**src/rtl/fetch_ctrl.sv**
```systemverilog
// Instruction fetch controller: issues sequential addresses to a one-cycle-latency
// instruction memory and hands instructions to decode through a one-entry skid buffer.
module fetch_ctrl #(
   parameter logic [7:0] RESET_PC = 8'h80,
   parameter logic [7:0] END_PC   = 8'h99
) (
   input  logic       clock,
   input  logic       reset,
   input  logic       run,
   output logic [7:0] mem_pc,
   input  logic [7:0] mem_instr,
   output logic [7:0] instr,
   output logic [7:0] instr_pc,
   output logic       instr_valid,
   input  logic       instr_ready,
   input  logic       redirect,
   input  logic [7:0] redirect_pc,
   output logic       halted
);

   typedef enum logic [1:0] {
      IDLE  = 2'd0,
      FETCH = 2'd1,
      HALT  = 2'd2
   } state_t;

   state_t     state;
   logic [7:0] fpc;
   logic       in_flight;
   logic [7:0] inflight_pc;
   logic       skid_valid;
   logic [7:0] skid_data;
   logic [7:0] skid_pc;
   logic       issue;

   // A new fetch may only start when its result has somewhere to go next cycle.
   assign issue = (state == FETCH) && !redirect && (fpc <= END_PC) && !skid_valid &&
                  (!in_flight || instr_ready);

   assign mem_pc      = fpc;
   assign instr_valid = !redirect && (skid_valid || in_flight);
   assign instr       = skid_valid ? skid_data : mem_instr;
   assign instr_pc    = skid_valid ? skid_pc : inflight_pc;
   assign halted      = (state == HALT) && !in_flight && !skid_valid;

   // NOTE: only control state is reset; the address/data payload registers are
   // qualified by in_flight/skid_valid, so their contents after reset never matter.
   always_ff @(posedge clock) begin
      if (reset) begin
         state      <= IDLE;
         fpc        <= RESET_PC;
         in_flight  <= 1'b0;
         skid_valid <= 1'b0;
      end else if (redirect && (state != IDLE)) begin
         // Flush everything in the pipe; the target is fetched on the following edge.
         state      <= FETCH;
         fpc        <= redirect_pc;
         in_flight  <= 1'b0;
         skid_valid <= 1'b0;
      end else begin
         case (state)
            IDLE:    if (run) state <= FETCH;
            FETCH:   if (fpc > END_PC) state <= HALT;
            default: state <= state;
         endcase

         if (issue) begin
            in_flight   <= 1'b1;
            inflight_pc <= fpc;
            fpc         <= fpc + 8'd1;
         end else if (in_flight && !skid_valid && !instr_ready) begin
            // Memory data is only valid for one cycle, so park it before it is lost.
            skid_data  <= mem_instr;
            skid_pc    <= inflight_pc;
            skid_valid <= 1'b1;
            in_flight  <= 1'b0;
         end else begin
            in_flight <= 1'b0;
         end

         if (skid_valid && instr_ready) skid_valid <= 1'b0;
      end
   end

endmodule

```
**config.mk**
```make
export PLATFORM = sky130hd
export DESIGN_NAME = fetch_ctrl
export DESIGN_NICKNAME = d
export VERILOG_FILES = /design/src/rtl/fetch_ctrl.sv
export SDC_FILE = /design/constraint.sdc
export NUM_CORES = 1
export LEC_CHECK = 0
export CAP_MARGIN = 40
export CORE_MARGIN = 1.5
export CORE_UTILIZATION = 42
export CTS_CLUSTER_DIAMETER = 150
export DETAILED_ROUTE_END_ITERATION = 8
export GPL_TIMING_DRIVEN = 0
export HOLD_SLACK_MARGIN = 0.1
export PLACE_DENSITY = 0.83
export SLEW_MARGIN = 20
export SYNTH_ARGS = -nofsm -noshare
export SYNTH_HDL_FRONTEND = slang
export SYNTH_SLANG_ARGS = --single-unit
```
**constraint.sdc**
```tcl
create_clock -name clock -period 2.85 [get_ports clock]
set_input_delay 0.285 -clock clock [delete_from_list [all_inputs] [get_ports clock]]
set_output_delay 0.285 -clock clock [all_outputs]
set_load 0.01 [all_outputs]
```
# [After elaboration in Yosys (flattened, before gate mapping)]
# Index checks and enable logic that the tools add are counted.
[word_totals] out_inout_bits=26 wordCells=58 reg_bits=36 input_bits=21
[classes] magnitude_cmp=2 bitwise=3 n_eq_ne=6 muxes=9 reduce_logical=29 addsub=1
[ops] operator="8-bit 2-to-1 mux" n=4
[ops] operator="1-bit logical AND" n=11
[ops] operator="3-bit AND reduction" n=3
[ops] operator="8-bit by 1-bit adder with 8-bit output (second input constant)" n=1
[ops] operator="8-bit > comparator (second input constant)" n=1
[ops] operator="8-bit less-or-equal comparator (second input constant)" n=1
[ops] operator="2-bit nonzero test" n=3
[ops] operator="1-bit logical NOT" n=4
[ops] operator="2-bit 2-to-1 mux" n=2
[ops] operator="2-bit case mux with 2 select lines" n=1
[ops] operator="4-bit AND reduction" n=1
[ops] operator="3-bit by 1-bit inequality test with 1-bit output (second input constant)" n=1
[ops] operator="3-bit inequality test (second input constant)" n=1
[ops] operator="1-bit inverter" n=3
[ops] operator="3-bit nonzero test" n=1
[ops] operator="3-bit OR reduction" n=1
[ops] operator="2-bit by 1-bit equality test with 1-bit output (second input constant)" n=1
[ops] operator="2-bit equality test (second input constant)" n=1
[ops] operator="2-bit logical NOT" n=1
[ops] operator="1-bit logical OR" n=2
[ops] operator="1-bit 2-to-1 mux" n=2
[ops] operator="2-bit by 1-bit inequality test with 1-bit output (second input constant)" n=1
[ops] operator="2-bit inequality test (second input constant)" n=1
[ops] operator="2-bit AND reduction" n=1
[ops] operator="2-bit OR reduction" n=1

# [Depth between registers and ports, before layout]
# Gate-level depths: netlist (run 1).
[logic_depth] depth_word=7 mapped_depth=7 depth_no_buf=6

# [Worst setup path before layout (run 1)]
# Ideal clock, no wire load.
[synth_timing] path_kind="flip-flop to flip-flop" startpoint="reg state[1]" endpoint="reg skid_data[0], enable pin" arrival_time_ns=2.362 synth_period_minus_slack_ns=2.793 stages_incl_launch_ff=4 setup_time_ns=0.432 required_ns=2.418 path_slack_ns=0.057 path_buffers=1 cell_sequence="dfxtp_1 o21a_1 clkbuf_1 nor4_1"
[synth_between] elab_chain_cells=7 elab_cells_between_ends=10 cone_classes="eq/ne (1); bitwise (2); reduce/logical (7)"
[synth_rtl] element="from (decl)" line="27" rtl="state_t state;"
[synth_rtl] element="from (signal assigned)" line="64" rtl="default: state <= state;"
[synth_rtl] element="2-bit by 1-bit equality test with 1-bit output" line="37" rtl="assign issue = (state == FETCH) && !redirect && (fpc <= END_PC) && !skid_valid &&"
[synth_rtl] element="1-bit logical AND (4 in a row)" line="37"
[synth_rtl] element="1-bit inverter (no source line)"
[synth_rtl] element="4-bit AND reduction (no source line) (*)"
[synth_rtl] element="to (signal assigned)" line="73" rtl="skid_data <= mem_instr;"
[synth_rtl] element="to (decl)" line="32" rtl="logic [7:0] skid_data;"
# Every way passes the cells marked *; elsewhere a longest branch is shown, timed or not.
# A chain may end at the register's enable or synchronous reset.

# [Worst setup path in the final report (run 1)]
[layout_timing] startpoint="reg skid_valid" endpoint="out instr_pc[6]"
[layout_between] elab_chain_cells=1
[layout_rtl] element="from (decl)" line="31" rtl="logic skid_valid;"
[layout_rtl] element="from (signal assigned)" line="53" rtl="skid_valid <= 1'b0;"
[layout_rtl] element="from (signal assigned)" line="59" rtl="skid_valid <= 1'b0;"
[layout_rtl] element="from (signal assigned)" line="75" rtl="skid_valid <= 1'b1;"
[layout_rtl] element="8-bit 2-to-1 mux" line="43" rtl="assign instr_pc = skid_valid ? skid_pc : inflight_pc;"
[layout_rtl] element="to (decl)" line="13" rtl="output logic [7:0] instr_pc,"
# No other way between the ends.

==> flow_summary_export.csv, run 1 <==
group,metric,value,unit
outcome,status,"finished, final reports clean",
drt,via_count,1305,
global_routing,gr-total-overflow,0,
power_and_ir_drop,power_frac_seq,49.1,%
timing,finalCritPeriodShare,90.51,%
critical_path,cp_data_arrival_time,2.29,ns
synth,avgSynthCellArea,12.46,µm²
finish,layout_commonest_cell,"clkdlybuf4s50_1",
floorplan,floorplan.rows,22,
timing,rsz0062_at_grt,"false",
hold_path,hold_class,"reg -> reg",
global_routing,grt_pass1_vias,1242,
synth,synth_area,1644,µm²
synth,synth_fa_ha_area_share,2.283,%
timing,slew_viol_final,0,
synth,ys_warn_count,0,
global_routing,grt_usage,18.64,%
floorplan,initial_core_util,44.24,%
clock_network,clkLatencyLatePin,0.29,ns
timing,hold_viol_final,0,
synth,syn-num-nets,156,
power_and_ir_drop,swShare,23.79,%
drt,drtIter0Drc,64,
power_and_ir_drop,p_per_area,533.8,nW/µm²
timing,tightest_slew,0.6582,ns
clock_network,ctsHtreeMaxLevel,2,
finish,finalNetCount,212,
timing,slew_headroom,55.76,%
drt,wire_per_inst,15.56,µm
drt,drtPass1Iterations,4,
finish,drive_above_1_share,19.58,%
clock_network,cts_buffers,5,
clock_network,clkSlewWorstSetupHoldPaths,0.07,ns
synth,yosysSeqAreaShare,58.45,%
timing,post-route-min-period,2.579,ns
synth,synth-xor-area-share,0,%
timing,setup_tns,0,ns
synth,ys_types,33,
clock_network,cts_root_buffer,"clkbuf_8",
drt,drcViolationCount,0,
finish,diodes,0,
floorplan,num_io_pins,47,
finish,syn_to_final_growth,40.11,%
clock_network,cts_tree,"yes",
global_routing,grt_max_degree,12,
power_and_ir_drop,finalPower,1.230,mW
finish,final_cell_mix,"clkdlybuf4s50_1, edfxtp_1, mux2_2",
power_and_ir_drop,p_int,0.9370,mW
power_and_ir_drop,switchingPower,0.2926,mW
finish,final_util,61.99,%
power_and_ir_drop,p_comb_share,15.3,%
critical_path,cp.required,2.57,ns
place,hpwl,2.677,mm
power_and_ir_drop,clkPwrFrac,35.6,%
synth,synth-compound-area-share,9.589,%
timing,skew,0.004534,ns
critical_path,worstSetupPathType,"reg -> out",
drt,ant_nets,0,
global_routing,grt_pass1_wl,5.996,mm
synth,synth_top_family_by_area,"simple AND/OR/NAND/NOR gates",
synth,synth-simple-area-share,16.13,%
drt,routed_via_density,5.506,
hold_path,whs_path_depth,0,
clock_network,cts_hold_buf,0,
synth,ys_ff_latch,36,
clock_network,clock_path_buffers,2,
run,cap_violations,0,
power_and_ir_drop,power.leakage,0.7627,nW
floorplan,die_area,4299,µm²
critical_path,reg2reg_depth,6,
clock_network,clock_sinks,36,
global_routing,grt_antenna_before_repair,0,
floorplan,die_w,65.57,µm
power_and_ir_drop,worst_ir_drop_vdd,0.3234,mV
floorplan,core_area,3716,µm²
place,place_congestion,0.9282,
critical_path,start_kind,"flop",
critical_path,critPathMaxFanout,10,
critical_path,end_kind,"output port",
synth,synth_mux_area_share,10.96,%
timing,setup_viol,0,
timing,fmax,387.7,MHz
place,portBuffers,46,
synth,synthesis.instances,132,
floorplan,die_height,65.57,µm
drt,routed_wl,3.688,mm
-- stage by stage --
stage | hold WS (ns) | setup slack (ns) | area (µm²) | instances
after floorplan | 0.3618 | 0.05668 | 1644 | 132
after global placement | 0.4283 | -0.9332 | 2165 | 226
after detailed placement | 0.4324 | 0.1813 | 2190 | 228
after CTS | 0.4553 | 0.05032 | 2297 | 236
after global routing | 0.4632 | 0.08544 | 2303 | 237
final | 0.4508 | 0.2705 | 2303 | 237
-- path summary, 6_finish.rpt --
| check | startpoint | slack [ns] | endpoint |
|---|---|---|---|
| max reg2reg | mem_pc[0] | 0.59 | inflight_pc[6] |
| min reg2reg | inflight_pc[6] | 0.45 | skid_pc[6] |
| min | inflight_pc[6] | 0.45 | skid_pc[6] |
| max | skid_valid | 0.27 | instr_pc[6] |
-- flip-flops by register name, summed over array words and instances, names as in the netlist --
name         cells
skid_pc          8
skid_valid       1
in_flight        1
mem_pc           8
inflight_pc      8
skid_data        8
state            2
-- routing by layer --
metal / vias to the layer above / GRT usage [%] / part of all wire, %
met2: 66 / 29.72 / 45
met5: - / 0 / 0
met3: 6 / 5.822 / 7.6
met1: 610 / 23.95 / 47
li1: 623 / - / -
met4: 0 / 6.510 / 1.2
-- timing repair --
item                       CTS  global route
resized for setup            0             2
setup buffers                0             0
setup endpoints to repair    0             9
-- cells in the mapped netlist --
cell | count | area, µm²
nor2b_1 | 1 | 6.260
clkinv_1 | 1 | 3.750
a21oi_1 | 1 | 5.000
nor4b_4 | 1 | 23.77
or4_4 | 1 | 11.26
and3_2 | 1 | 7.510
a2111oi_1 | 3 | 30.03
mux2_2 | 16 | 180.2
ha_1 | 3 | 37.54
nor3_1 | 2 | 10.01
inv_1 | 2 | 7.510
o21ai_0 | 6 | 30.03
nor4_1 | 8 | 50.05
nand2_1 | 2 | 7.510
nand3_1 | 4 | 20.02
and2_1 | 1 | 6.260
a211oi_1 | 1 | 7.510
clkbuf_1 | 4 | 15.01
o21bai_1 | 1 | 7.510
buf_2 | 1 | 5.000
or3_1 | 4 | 25.02
nor2_1 | 14 | 52.55
dfxtp_1 | 12 | 240.2
nand2b_1 | 2 | 12.51
nor4b_1 | 1 | 8.760
buf_1 | 1 | 3.750
nand2_2 | 1 | 6.260
a311oi_1 | 6 | 52.55
edfxtp_1 | 24 | 720.7
and4_1 | 2 | 17.52
o21a_1 | 2 | 15.01
inv_2 | 2 | 7.510
o21ba_2 | 1 | 10.01
-- final cells by class --
cell class | instances | area (µm²)
Buffer | 6 | 25.02
Clock inverter | 2 | 35.03
Tap cell | 48 | 60.06
Fill cell | 298 | 1413
Multi-Input combinational cell | 85 | 653.1
Timing Repair Buffer | 49 | 478.0
Sequential cell | 36 | 960.9
Clock buffer | 6 | 72.57
Inverter | 5 | 18.77
-- worst max-delay path, stage by stage, from the launching register on --
cell and delay [ns]:
dfxtp_1 0.37, buf_1 0.43, clkbuf_2 0.36, mux2_2 0.37, clkdlybuf4s50_1 0.49
-- power groups by stage --
stage	sequential, mW	combinational [mW]	clock, mW
final	0.604	0.188	0.438
after global routing	0.607	0.204	0.467
after CTS	0.603	0.188	0.445
after detailed placement	0.615	0.185	0
after global placement	0.613	0.179	0
after floorplan	0.612	0.0855	0
-- logic make-up (layout without fill, tap and decap cells) --
| group | after synthesis | after routing |
|---|---|---|
| muxes | 16 | 16 |
| buffers and inverters | 11 | 68 |
| AOI/OAI and AO/OA | 21 | 21 |
| and+or+nand+nor | 45 | 45 |
| adders and majority gates | 3 | 3 |
| DFF | 36 | 36 |
(Power assumes the default switching activity.)
==> run 2: changes to the inputs <==
--- a/config.mk
+++ b/config.mk
@@ -13,7 +13,8 @@
 export GPL_TIMING_DRIVEN = 0
 export HOLD_SLACK_MARGIN = 0.1
 export PLACE_DENSITY = 0.83
-export SLEW_MARGIN = 20
+export SETUP_SLACK_MARGIN = 0.4
+export SLEW_MARGIN = 10
 export SYNTH_ARGS = -nofsm -noshare
 export SYNTH_HDL_FRONTEND = slang
 export SYNTH_SLANG_ARGS = --single-unit
==> run 2 against run 1 <==
- hold slack got worse by 0.0016 ns
- non-clock buffer count fell by 2
- critical endpoint is now instr_pc[0]
- cell count decreased by 0.84%
- largest cell class unchanged
- fmax grew 9.9%
- largest power group unchanged
==> flow_summary_export.csv, run 2 (synthesized netlist as in run 1, its figures left out) <==
group,metric,value,unit
outcome,status,"finished, final reports clean",
floorplan,initial_core_util,44.24,%
place,place_inst,227,
place,hpwl,2.665,mm
hold_path,whs_path_depth,0,
timing,tightest_slew,0.6445,ns
timing,post-route-min-period,2.347,ns
global_routing,grt_antenna_before_repair,0,
critical_path,timing.rr.start,"mem_pc[0]",
floorplan,num_io_pins,47,
timing,holdWs,0.4492,ns
global_routing,grt_max_degree,12,
floorplan,die_area,4299,µm²
power_and_ir_drop,finalPower,1.143,mW
critical_path,regToRegSetupSlack,0.67,ns
timing,rsz0062_at_grt,"false",
critical_path,critPathMaxFanout,10,
drt,wire_per_inst,15.57,µm
global_routing,grtUsageMet1,23.06,%
floorplan,die_height,65.57,µm
clock_network,clock_path_buffers,2,
finish,post_layout_nonfiller_instances,235,
clock_network,cts_setup_buffers,0,
critical_path,cpMaxStageDelayCell,"clkdlybuf4s50_1",
global_routing,gr-total-overflow,0,
drt,routed_wl,3.658,mm
global_routing,grt_use_met3,4.966,%
drt,via_count,1299,
global_routing,grt_pass1_wl,5.989,mm
drt,drcViolationCount,0,
critical_path,slowest_delay,0.49,ns
timing,hold_viol_final,0,
critical_path,cp_data_arrival_time,2.06,ns
power_and_ir_drop,worst_ir_drop_vdd,0.2157,mV
drt,drtPass1Iterations,4,
clock_network,clkSlewWorstSetupHoldPaths,0.07,ns
clock_network,cts_buffers,5,
global_routing,grt_usage,18.78,%
clock_network,ctsHtreeMaxLevel,2,
clock_network,clock_sinks,36,
timing,slew_viol_final,0,
clock_network,cts_hold_buf,0,
power_and_ir_drop,p_per_area,498.5,nW/µm²
hold_path,hold_class,"reg -> reg",
place,placed_area,2197,µm²
critical_path,end_kind,"output port",
finish,drive_above_1_share,18.72,%
finish,diodes,0,
critical_path,cp.required,2.57,ns
timing,setup_tns,0,ns
floorplan,floorplan.rows,22,
finish,final_util,61.68,%
timing,setup_viol,0,
global_routing,grt.met2_usage,29.59,%
finish,syn_to_final_growth,39.42,%
timing,finalCritPeriodShare,82.34,%
critical_path,crit_chain,"buf_2, clkbuf_4, mux2_2, clkdlybuf4s50_1",
drt,ant_nets,0,
critical_path,r2r-end,"mem_pc[2]",
finish,final_cell_mix,"clkdlybuf4s50_1, edfxtp_1, mux2_2",
critical_path,start_kind,"flop",
drt,routed_via_density,5.528,
critical_path,worstSetupPathType,"reg -> out",
power_and_ir_drop,power.leakage,0.7463,nW
hold_path,min_to,"skid_pc[2]",
finish,stdcell_area,2292,µm²
timing,slew_headroom,57.03,%
clock_network,clkLatencyLatePin,0.29,ns
critical_path,reg2reg_depth,7,
clock_network,cts_tree,"yes",
finish,layout_commonest_cell,"clkdlybuf4s50_1",
global_routing,gr-max-usage-layer,"met2",
timing,worst_slack,0.5032,ns
floorplan,die_w,65.57,µm
place,portBuffers,46,
timing,fmax,426.1,MHz
floorplan,core_area,3716,µm²
clock_network,cts_root_buffer,"clkbuf_8",
place,dpl_worst_slack,0.3302,ns
drt,drtIter0Drc,45,
place,place_congestion,0.8511,
timing,skew,0.008550,ns
run,cap_violations,0,
finish,finalNetCount,210,
global_routing,grt_pass1_vias,1315,
hold_path,worstHoldStart,"inflight_pc[2]",
-- run 2: changes by cell type in the layout (fill, tap and decap cells not counted), sizes merged --
cell,change
buf,-1
bufinv,-1
-- run 2: worst max-delay path by stage --
| stage | start | endpoint | slack (ns) | cells past startpoint |
|---|---|---|---|---|
| after floorplan | mem_pc[0] | inflight_pc[0] | 0.49 | 5 |
| after global placement | redirect | skid_pc[1] | -0.11 | 4 |
| after detailed placement | redirect | inflight_pc[6] | 0.33 | 4 |
| after CTS | skid_valid | instr_pc[0] | 0.41 | 4 |
| after global routing | skid_valid | instr_pc[0] | 0.43 | 4 |
| final | skid_valid | instr_pc[0] | 0.50 | 4 |
-- run 2: area by class of cell --
cell class,count,area [µm²]
fillers,305,1424
flip-flops and latches,36,960.9
multi-input cells,85,670.6
repair buffers,47,471.7
clock buffers,7,76.32
well taps,48,60.06
plain buffers,6,28.78
inverters,5,18.77
clock inverters,1,5.005
-- run 2: repair_timing --
action | 4_1_cts | 5_1_grt
pin swaps | 0 | 0
endpoints found under the hold margin | 0 | 0
gates resized for setup | 2 | 4
endpoints found under the setup margin | 10 | 17
-- run 2: worst max-delay path, delay by kind of cell (launching register included) --
family,cells,cell delay (ns)
buf+inv,3,1.02
flops,1,0.39
mux,1,0.36
-- run 2: layer usage --
layer  wire, µm  up-vias
met3        237        9
li1           -      618
met2       1699       48
met4         91        0
met1       1629      624
met5          0        -
-- run 2: report_power, final --
part	total, mW	switching (mW)	internal, mW
combinational	0.192	0.0898	0.102
sequential	0.604	0.0270	0.577
clock	0.347	0.176	0.171
